## config.mk

```make
export PLATFORM = sky130hd
export DESIGN_NAME = game_timer_bcd
export DESIGN_NICKNAME = d
export VERILOG_FILES = /design/src/rtl/game_timer_bcd_pkg.sv /design/src/rtl/game_timer_bcd_bcd_digit_counter.sv /design/src/rtl/game_timer_bcd.sv
export SDC_FILE = /design/constraint.sdc
export NUM_CORES = 1
export LEC_CHECK = 0
export ABC_AREA = 0
export BUFFER_PORTS_ARGS = -buffer_cell sky130_fd_sc_hd__buf_2
export CORE_MARGIN = 4
export CORE_UTILIZATION = 43
export DETAILED_ROUTE_END_ITERATION = 12
export GPL_TIMING_DRIVEN = 0
export PLACE_DENSITY = 0.57
export SLEW_MARGIN = 40
export SYNTH_ARGS = -nofsm -noshare
export SYNTH_HDL_FRONTEND = slang
export SYNTH_SLANG_ARGS = --single-unit
export TNS_END_PERCENT = 20
```

## constraint.sdc

```tcl
create_clock -name clk -period 2.6 [get_ports clk]
set_input_delay 0.26 -clock clk [delete_from_list [all_inputs] [get_ports clk]]
set_output_delay 0.26 -clock clk [all_outputs]
set_load 0.02 [all_outputs]
```

## src/rtl/game_timer_bcd_pkg.sv

```systemverilog
// Shared definitions for the elapsed-play timer: FSM encoding, BCD digit limits
// and the {dozens, unity} packing used on the time outputs.
package game_timer_bcd_pkg;

  typedef enum logic [1:0] {
    ST_IDLE   = 2'd0,
    ST_RUN    = 2'd1,
    ST_PAUSED = 2'd2,
    ST_SAT    = 2'd3
  } timer_state_t;

  localparam int TIMER_MAX_DOZENS = 5;
  localparam int TIMER_MAX_UNITY  = 9;

  localparam int DOZ_W   = 3;
  localparam int UNI_W   = 4;
  localparam int FIELD_W = DOZ_W + UNI_W;

  // Field layout: [6:4] dozens, [3:0] unity.
  function automatic logic [FIELD_W-1:0] pack_field(input logic [DOZ_W-1:0] dozens,
                                                    input logic [UNI_W-1:0] unity);
    return {dozens, unity};
  endfunction

endpackage

```

## src/rtl/game_timer_bcd_bcd_digit_counter.sv

```systemverilog
// One BCD digit that wraps from MAX to 0; carry is asserted combinationally on
// the increment that wraps, so digits can be chained.
module bcd_digit_counter #(
  parameter int W   = 4,
  parameter int MAX = 9
) (
  input  logic         clk,
  input  logic         rst,
  input  logic         clr,
  input  logic         inc,
  output logic [W-1:0] digit,
  output logic         carry
);

  localparam logic [W-1:0] MAX_V = W'(MAX);

  logic [W-1:0] r_digit;

  always_ff @(posedge clk) begin
    if (rst || clr) begin
      r_digit <= '0;
    end else if (inc) begin
      r_digit <= (r_digit == MAX_V) ? '0 : r_digit + W'(1);
    end
  end

  assign digit = r_digit;
  assign carry = inc && (r_digit == MAX_V);

endmodule

```

## src/rtl/game_timer_bcd.sv

```systemverilog
// Elapsed-play timer: counts whole seconds 00:00..59:59 in packed BCD, with
// start/stop/clear control and a saturating end state.
module game_timer_bcd
  import game_timer_bcd_pkg::*;
#(
  parameter int CLK_FREQ_HZ = 65_000_000
) (
  input  logic               clk,
  input  logic               rst,
  input  logic               start,
  input  logic               stop,
  input  logic               clear,
  output logic [FIELD_W-1:0] minutes_dozens_unity,
  output logic [FIELD_W-1:0] seconds_dozens_unity,
  output logic               running,
  output logic               sec_tick,
  output logic               saturated
);

  localparam int            PW         = $clog2(CLK_FREQ_HZ);
  localparam logic [PW-1:0] PRESC_LAST = PW'(CLK_FREQ_HZ - 1);

  timer_state_t  r_state;
  logic [PW-1:0] r_presc;
  logic          r_sec_tick;
  logic          r_running;
  logic          r_saturated;

  logic [UNI_W-1:0] w_sec_u;
  logic [DOZ_W-1:0] w_sec_d;
  logic [UNI_W-1:0] w_min_u;
  logic [DOZ_W-1:0] w_min_d;
  logic             w_c_sec_u;
  logic             w_c_sec_d;
  logic             w_c_min_u;
  logic             w_unused_carry;

  logic w_tc;
  logic w_at_max;
  logic w_inc;

  assign w_tc     = (r_state == ST_RUN) && (r_presc == PRESC_LAST);
  assign w_at_max = (w_sec_u == UNI_W'(TIMER_MAX_UNITY))  && (w_sec_d == DOZ_W'(TIMER_MAX_DOZENS)) &&
                    (w_min_u == UNI_W'(TIMER_MAX_UNITY))  && (w_min_d == DOZ_W'(TIMER_MAX_DOZENS));
  // At 59:59 the terminal count must not wrap the chain back to 00:00.
  assign w_inc    = w_tc && !w_at_max && !clear;

  bcd_digit_counter #(.W(UNI_W), .MAX(TIMER_MAX_UNITY)) u_sec_unity (
    .clk   (clk),
    .rst   (rst),
    .clr   (clear),
    .inc   (w_inc),
    .digit (w_sec_u),
    .carry (w_c_sec_u)
  );

  bcd_digit_counter #(.W(DOZ_W), .MAX(TIMER_MAX_DOZENS)) u_sec_dozens (
    .clk   (clk),
    .rst   (rst),
    .clr   (clear),
    .inc   (w_c_sec_u),
    .digit (w_sec_d),
    .carry (w_c_sec_d)
  );

  bcd_digit_counter #(.W(UNI_W), .MAX(TIMER_MAX_UNITY)) u_min_unity (
    .clk   (clk),
    .rst   (rst),
    .clr   (clear),
    .inc   (w_c_sec_d),
    .digit (w_min_u),
    .carry (w_c_min_u)
  );

  bcd_digit_counter #(.W(DOZ_W), .MAX(TIMER_MAX_DOZENS)) u_min_dozens (
    .clk   (clk),
    .rst   (rst),
    .clr   (clear),
    .inc   (w_c_min_u),
    .digit (w_min_d),
    .carry (w_unused_carry)
  );

  always_ff @(posedge clk) begin
    if (rst) begin
      r_state     <= ST_IDLE;
      r_presc     <= '0;
      r_sec_tick  <= 1'b0;
      r_running   <= 1'b0;
      r_saturated <= 1'b0;
    end else begin
      r_sec_tick <= 1'b0;
      if (clear) begin
        r_state     <= ST_IDLE;
        r_presc     <= '0;
        r_running   <= 1'b0;
        r_saturated <= 1'b0;
      end else begin
        unique case (r_state)
          ST_IDLE: begin
            if (start) begin
              r_state   <= ST_RUN;
              r_presc   <= '0;
              r_running <= 1'b1;
            end
          end
          ST_PAUSED: begin
            if (start) begin
              r_state   <= ST_RUN;
              r_running <= 1'b1;
            end
          end
          ST_RUN: begin
            if (w_tc) begin
              r_presc <= '0;
              if (w_at_max) begin
                r_state     <= ST_SAT;
                r_running   <= 1'b0;
                r_saturated <= 1'b1;
              end else begin
                r_sec_tick <= 1'b1;
                if (stop) begin
                  r_state   <= ST_PAUSED;
                  r_running <= 1'b0;
                end
              end
            end else begin
              // The stop cycle itself is still a RUN cycle, so it advances.
              r_presc <= r_presc + PW'(1);
              if (stop) begin
                r_state   <= ST_PAUSED;
                r_running <= 1'b0;
              end
            end
          end
          ST_SAT: begin
          end
        endcase
      end
    end
  end

  assign minutes_dozens_unity = pack_field(w_min_d, w_min_u);
  assign seconds_dozens_unity = pack_field(w_sec_d, w_sec_u);
  assign running              = r_running;
  assign sec_tick             = r_sec_tick;
  assign saturated            = r_saturated;

endmodule
```

* After elaboration in Yosys (flattened, before gate mapping) *
Cells that the tools add are included.

storage, ports and cells
  register bits = 45
  output and inout bits = 17
  logic and storage cells = 64

operators by class
  $add $sub $neg = 5
  equal/unequal tests = 9
  multiplexer cells = 18
  bitwise logic cells = 2
  reductions and logical operators = 21

operators by type and width
  operator               number
  $mux 26                2
  $pmux 26 s2            1
  $add 26x1->26 const B  1
  $eq 26x26->1 const B   1
  $logic_and 1x1->1      9
  $add 4x1->4 const B    2
  $eq 4x4->1 const B     2
  $mux 2                 4
  $mux 4                 2
  $add 3x1->3 const B    2
  $eq 3x3->1 const B     2
  $mux 3                 2
  $mux 1                 5
  $pmux 2 s2             1
  $reduce_and 2->1       2
  $reduce_bool 2->1      2
  $reduce_or 2->1        2
  $reduce_or 4->1        1
  $reduce_and 3->1       1
  $eq 2x1->1 const B     1
  $eq 2x2->1 const B     1
  $logic_not 1->1        2
  $logic_not 2->1        1
  $ne 2x1->1 const B     1
  other kinds (4)        5

* Longest topological paths before layout *
  depth in word-level cells = 10
  gate-level depth with buffers = 7
  depth with buffers taken out = 6

* By module *
Synthesis repeated with hierarchy kept, for this count alone.

unflattened totals
  cells, all modules = 265
  area total of the unflattened synthesis = 2308.5 um^2

modules (own cells, without submodules)
  module                                 times used  cells each  area an instance (um^2)
  game_timer_bcd                         1           199         1630.3
  bcd_digit_counter at u_min_unity ...   2           20          192.7
  bcd_digit_counter at u_min_dozens ...  2           13          146.4

* Worst setup path after synthesis *
No wires, ideal clock.

  path kind = flip-flop to flip-flop
  from = reg u_sec_dozens.r_digit[1], in the netlist u_sec_dozens.digit[1]
  to = reg u_sec_unity.r_digit[3], in the netlist u_sec_unity.digit[3]
  setup time = 0.074 ns
  arrival time = 1.788 ns
  slack = 0.738 ns
  cell stages (with the launch flop) = 7
  path buffers = 1
  cell sequence = dfxtp_1 and3b_1 buf_2 and4_1 nor4_4 mux2_4 o211ai_2

between the ends
  word-level cells in the longest chain between the ends = 7

ends and longest elaborated chain
  item                             line                                    text
  start: declaration               game_timer_bcd_bcd_digit_counter.sv:17  logic [W-1:0] r_digit;
  start signal: assignment         game_timer_bcd_bcd_digit_counter.sv:23  r_digit <= (r_digit == MAX_V) ? '0 : r_digit + W'(1);
  $eq 3x3->1                       game_timer_bcd.sv:43                    assign w_at_max = (w_sec_u == UNI_W'(TIMER_MAX_UNITY)) && (w_sec_d == DOZ_W'(TIMER_MAX_DOZENS)) &&
  $logic_and 1x1->1 (2 in series)  game_timer_bcd.sv:43
  $logic_and 1x1->1                game_timer_bcd.sv:44                    (w_min_u == UNI_W'(TIMER_MAX_UNITY)) && (w_min_d == DOZ_W'(TIMER_MAX_DOZENS));
  $logic_not 1->1                  game_timer_bcd.sv:46                    assign w_inc = w_tc && !w_at_max && !clear;
  $logic_and 1x1->1 (2 in series)  game_timer_bcd.sv:46
  end signal: assignment           game_timer_bcd_bcd_digit_counter.sv:23
  end: declaration                 game_timer_bcd_bcd_digit_counter.sv:17

Every way passes these cells.
A chain may end at the register's enable or synchronous reset.

* Worst setup path in the final report *
  from = reg r_presc[0]
  to = reg r_presc[4]

between the ends
  word-level cells in the longest chain between the ends = 4
  elaborated cells on any way between the ends = 5

ends and longest elaborated chain
  item                                                   line                   text
  start: declaration                                     game_timer_bcd.sv:24   logic [PW-1:0] r_presc;
  start signal: assignment                               game_timer_bcd.sv:129  r_presc <= r_presc + PW'(1);
  branches (longest 2 deep; another with $add 26x1->26)  --
  $mux 26 (*)                                            game_timer_bcd.sv:114  if (w_tc) begin
  $pmux 26 s2 (*)                                        game_timer_bcd.sv:99   unique case (r_state)

Mark *: on every way between the ends.

==> results list <==
- Status: finished, final reports clean
- Setup slack closes at 370 ps.
* Routed met2 length: 2.47 mm
- Horizontal die dimension: 84.1 um
- Logic depth of the worst register-to-register path: 7
- For the worst-skew pair, the clock arrives at the later sink with an insertion delay of 310 ps.
- Post-synth EDFFs: 0
- Ys flop type: dfxtp_1
* Filler instances: 576
- Unrepaired setup endpoints after global routing: no
- Routed length on met1: 3.02 mm
* Clock tree from TritonCTS: yes
- From bottom edge to top edge, the die measures 84.1 um.
* Final hold vios: 0
- A synthesized cell averages 8.65 sq um.
* Hold Path Class: input pin to flip-flop
- Post-synthesis instance total: 288
- Endpoint of the lowest-slack register-to-register path: r_presc[4]
- Clock tree buffer depth: 2
* Worst setup EP type: flip-flop
* IR Drop Worst-Case VDD: 0.000280 V
- In the global route stage, overall resource usage came out at 0.173.
* H-tree depth reported by CTS: 2
- Of the cells placed in the final design, the portion with a size suffix greater than 1 is 0.189.
- In this run, distinct cell masters in the synthesized netlist total 61.
* Library cell used as clock root buffer: clkbuf_8
- The analysis attributes to cell leakage a power of 0.000981 uW.
- Of all cell types, the one taking the most synthesized area is dfxtp_1.
- The number of nets in the synthesized netlist is 294.
- Post-route DRC violation count: 0
- Summed over all nets, the switching power comes to 293 uW.
- Largest net degree at the start of global routing: 14
- Clock-pin transition on the worst setup and hold timing paths: 90 ps
* Setup tns final: 0 ps
- Initial Util: 0.447
- The multi-input combinational cells in the finished layout cover a total of 1510 sq um.
- STA puts the critical path data required time at 2800 ps.
- The library cell used most frequently in the layout, excluding fill and tap cells, is dfxtp_1.
* Global-route wire length before repair: 10.1 mm
- The worst setup path is launched from a flip-flop.
* Worst Path Class, Setup: flip-flop to flip-flop
- Post-detailed-route count of antenna-violating nets: 0
- The synthesized design contains 45 register bits.
- After layout, the minimum clock period comes to 2230 ps.
- The number of gates resized after CTS was 0.
- Number of global-route vias before repair: 2085
- Summing all flip-flop and latch instances after layout gives 901 sq um.
* Syn-to-layout area delta: 11.9%
- Detailed-route wire length: 5.79 mm
- After detailed routing, no signal wire sits above met4.
* Crit path max fanout: 10
- Routability-driven placement finished with a final weighted congestion of 0.802.
* Number of violations reported at the end of detailed-routing iteration 0: 88
* Commonest cells after routing, fill and taps aside: 45 x dfxtp_1, 39 x nor2_1, 26 x buf_2, 19 x nand4_1
- Pre-Repair DR Iteration Count: 4
- For the pin with the worst max-slew slack, the measured transition is 563 ps.
- Initial antenna violation count: 0
* Count of clock tree sinks: 45
* WHS Path Cells: 2
* Final number of max-transition violations: 0
- Antenna diode count: 0
- Once detailed placement completed, the half-perimeter wirelength came to 4.18 mm.
- Count of maximum capacitance violations: 0
- For this design the ratio of total power to cell area is 445 nW/um^2.
* Internal power of the cells: 946 uW
- The share of synthesized area in the top cell type comes to 0.362.
- The core region is 5570 sq um.
- Clock network power share: 0.397
* Tcrit/Tclk final: 0.858
- After floorplanning, the core was divided into 27 placement rows.
* WL/cell: 14.9 um
- Share of power burned in combinational logic: 0.043
- Grt ovf: 0
- Slew headroom: 0.625
* Terminating pin of the worst hold path: sec_tick
- Fin Clk Skew: 6.91 ps
- Yosys printed 0 warnings.
- The detailed router placed 2216 vias in this run.
- The startpoint identified for the worst register-to-register timing path is r_presc[0].
* Total clock buffers created by CTS: 5
- Area of the mapped netlist: 2490 sq um
* IO Count: 22
- Area enclosed by the die boundary: 7080 sq um
* Reg-to-reg setup timing slack: 370 ps
- Port bufs: 21
- Number of setup violations in the final report: 0
* WP data arrival: 2430 ps
* Nets: 322
* Number of buffers added to fix hold violations after cts: 0
- Dividing the detail-routed via count by the number of cells gives 5.70.
* Amount of wire on met3 after detailed routing: 215 um
* Place WS: 351 ps
- Cell types with the largest area share after synthesis: dfxtp_1 36%, nor2_1 5.9%, nand4_1 4.8%, xor2_1 3.5%, nand3_1 3.4%
- Sequential element share of the synthesized area: 0.362
- Highest clock frequency the design can meet: 448 MHz
- Of the total power, the share spent switching nets is 0.236.
- The worst hold path begins at rst.
- Once the clock tree was built, the setup fixing pass inserted 0 buffers.
- Sequential cell fraction of total power: 0.559
- Async set or reset register ratio after synthesis: 0
## cells by family (layout without fill, tap and decap cells)
logic type | count (synthesis) | after routing | synth area share
fa+ha+maj | 1 | 1 | 0.00502
compound gates | 41 | 41 | 0.121
simple gates | 162 | 162 | 0.400
buf+inv | 18 | 47 | 0.0342
mux | 5 | 5 | 0.0221
flops | 45 | 45 | 0.362
xor+xnor | 16 | 16 | 0.0563
## critical path: stages (launching register included)
cell and delay (ps):
dfxtp_1 410, ha_1 170, clkbuf_1 370, nand4_4 240, o21a_2 340, o21ai_4 330
buf_6 200, nor2_1 50
## sequential cells by signal, indices dropped and copies added (netlist names)
| signal | flops |
|---|---|
| r_presc | 26 |
| u_sec_dozens.digit | 3 |
| saturated | 1 |
| u_sec_unity.digit | 4 |
| u_min_dozens.digit | 3 |
| u_min_unity.digit | 4 |
| sec_tick | 1 |
| running | 1 |
| r_state | 2 |
## layer usage
metal / global-route usage / up-vias
li1: - / 1130
met1: 0.247 / 1033
met2: 0.258 / 47
met3: 0.0385 / 6
met4: 0.0556 / 0
met5: 0 / -
## cell usage after synthesis (6+ instances only)
cell and instances:
a21oi_1 15, dfxtp_1 45, nand2_1 17, nand3_1 17, nand4_1 19, nor2_1 39
nor2b_1 6, nor3_1 10, xnor2_1 6, xor2_1 10
## worst max path at each step
| stage | startpoint | to | slack, ps | cells after the start |
|---|---|---|---|---|
| floorplan | u_sec_dozens.digit[1] | u_sec_unity.digit[3] | 740 | 6 |
| global placement | r_presc[0] | r_presc[3] | 390 | 7 |
| detailed placement | r_presc[0] | u_min_dozens.digit[2] | 350 | 7 |
| CTS | r_presc[0] | r_presc[12] | 330 | 7 |
| global route | r_presc[0] | r_presc[20] | 110 | 7 |
| finish | r_presc[0] | r_presc[4] | 370 | 7 |
## area by class of cell
type                       count  area share
timing repair buffer          21      0.0377
tap                           72      0.0323
inverter                       5     0.00673
clock inverter                 1     0.00180
multi-input combinational    225       0.540
buffer                        13      0.0238
clock buffer                   7      0.0346
sequential                    45       0.323
## through the flow
stage	instances	power (uW)	hold WS, ps	cell area (sq um)	util
2_1_floorplan	288	743	337	2490	-
3_3_place_gp	381	764	448	2690	0.482
3_5_place_dp	381	764	458	2690	0.482
4_1_cts	389	1260	128	2790	0.500
5_1_grt	389	1290	141	2790	0.500
6_report	389	1240	138	2790	0.500
## power groups by stage
stage / clock [uW] / sequential [uW] / combinational [uW]
2_1_floorplan: 0 / 710 / 33.4
4_1_cts: 508 / 694 / 54.4
3_3_place_gp: 0 / 710 / 54.2
6_report: 492 / 693 / 53.7
5_1_grt: 533 / 694 / 59.9
3_5_place_dp: 0 / 710 / 54.2
Power figures use the tool's default switching activity.
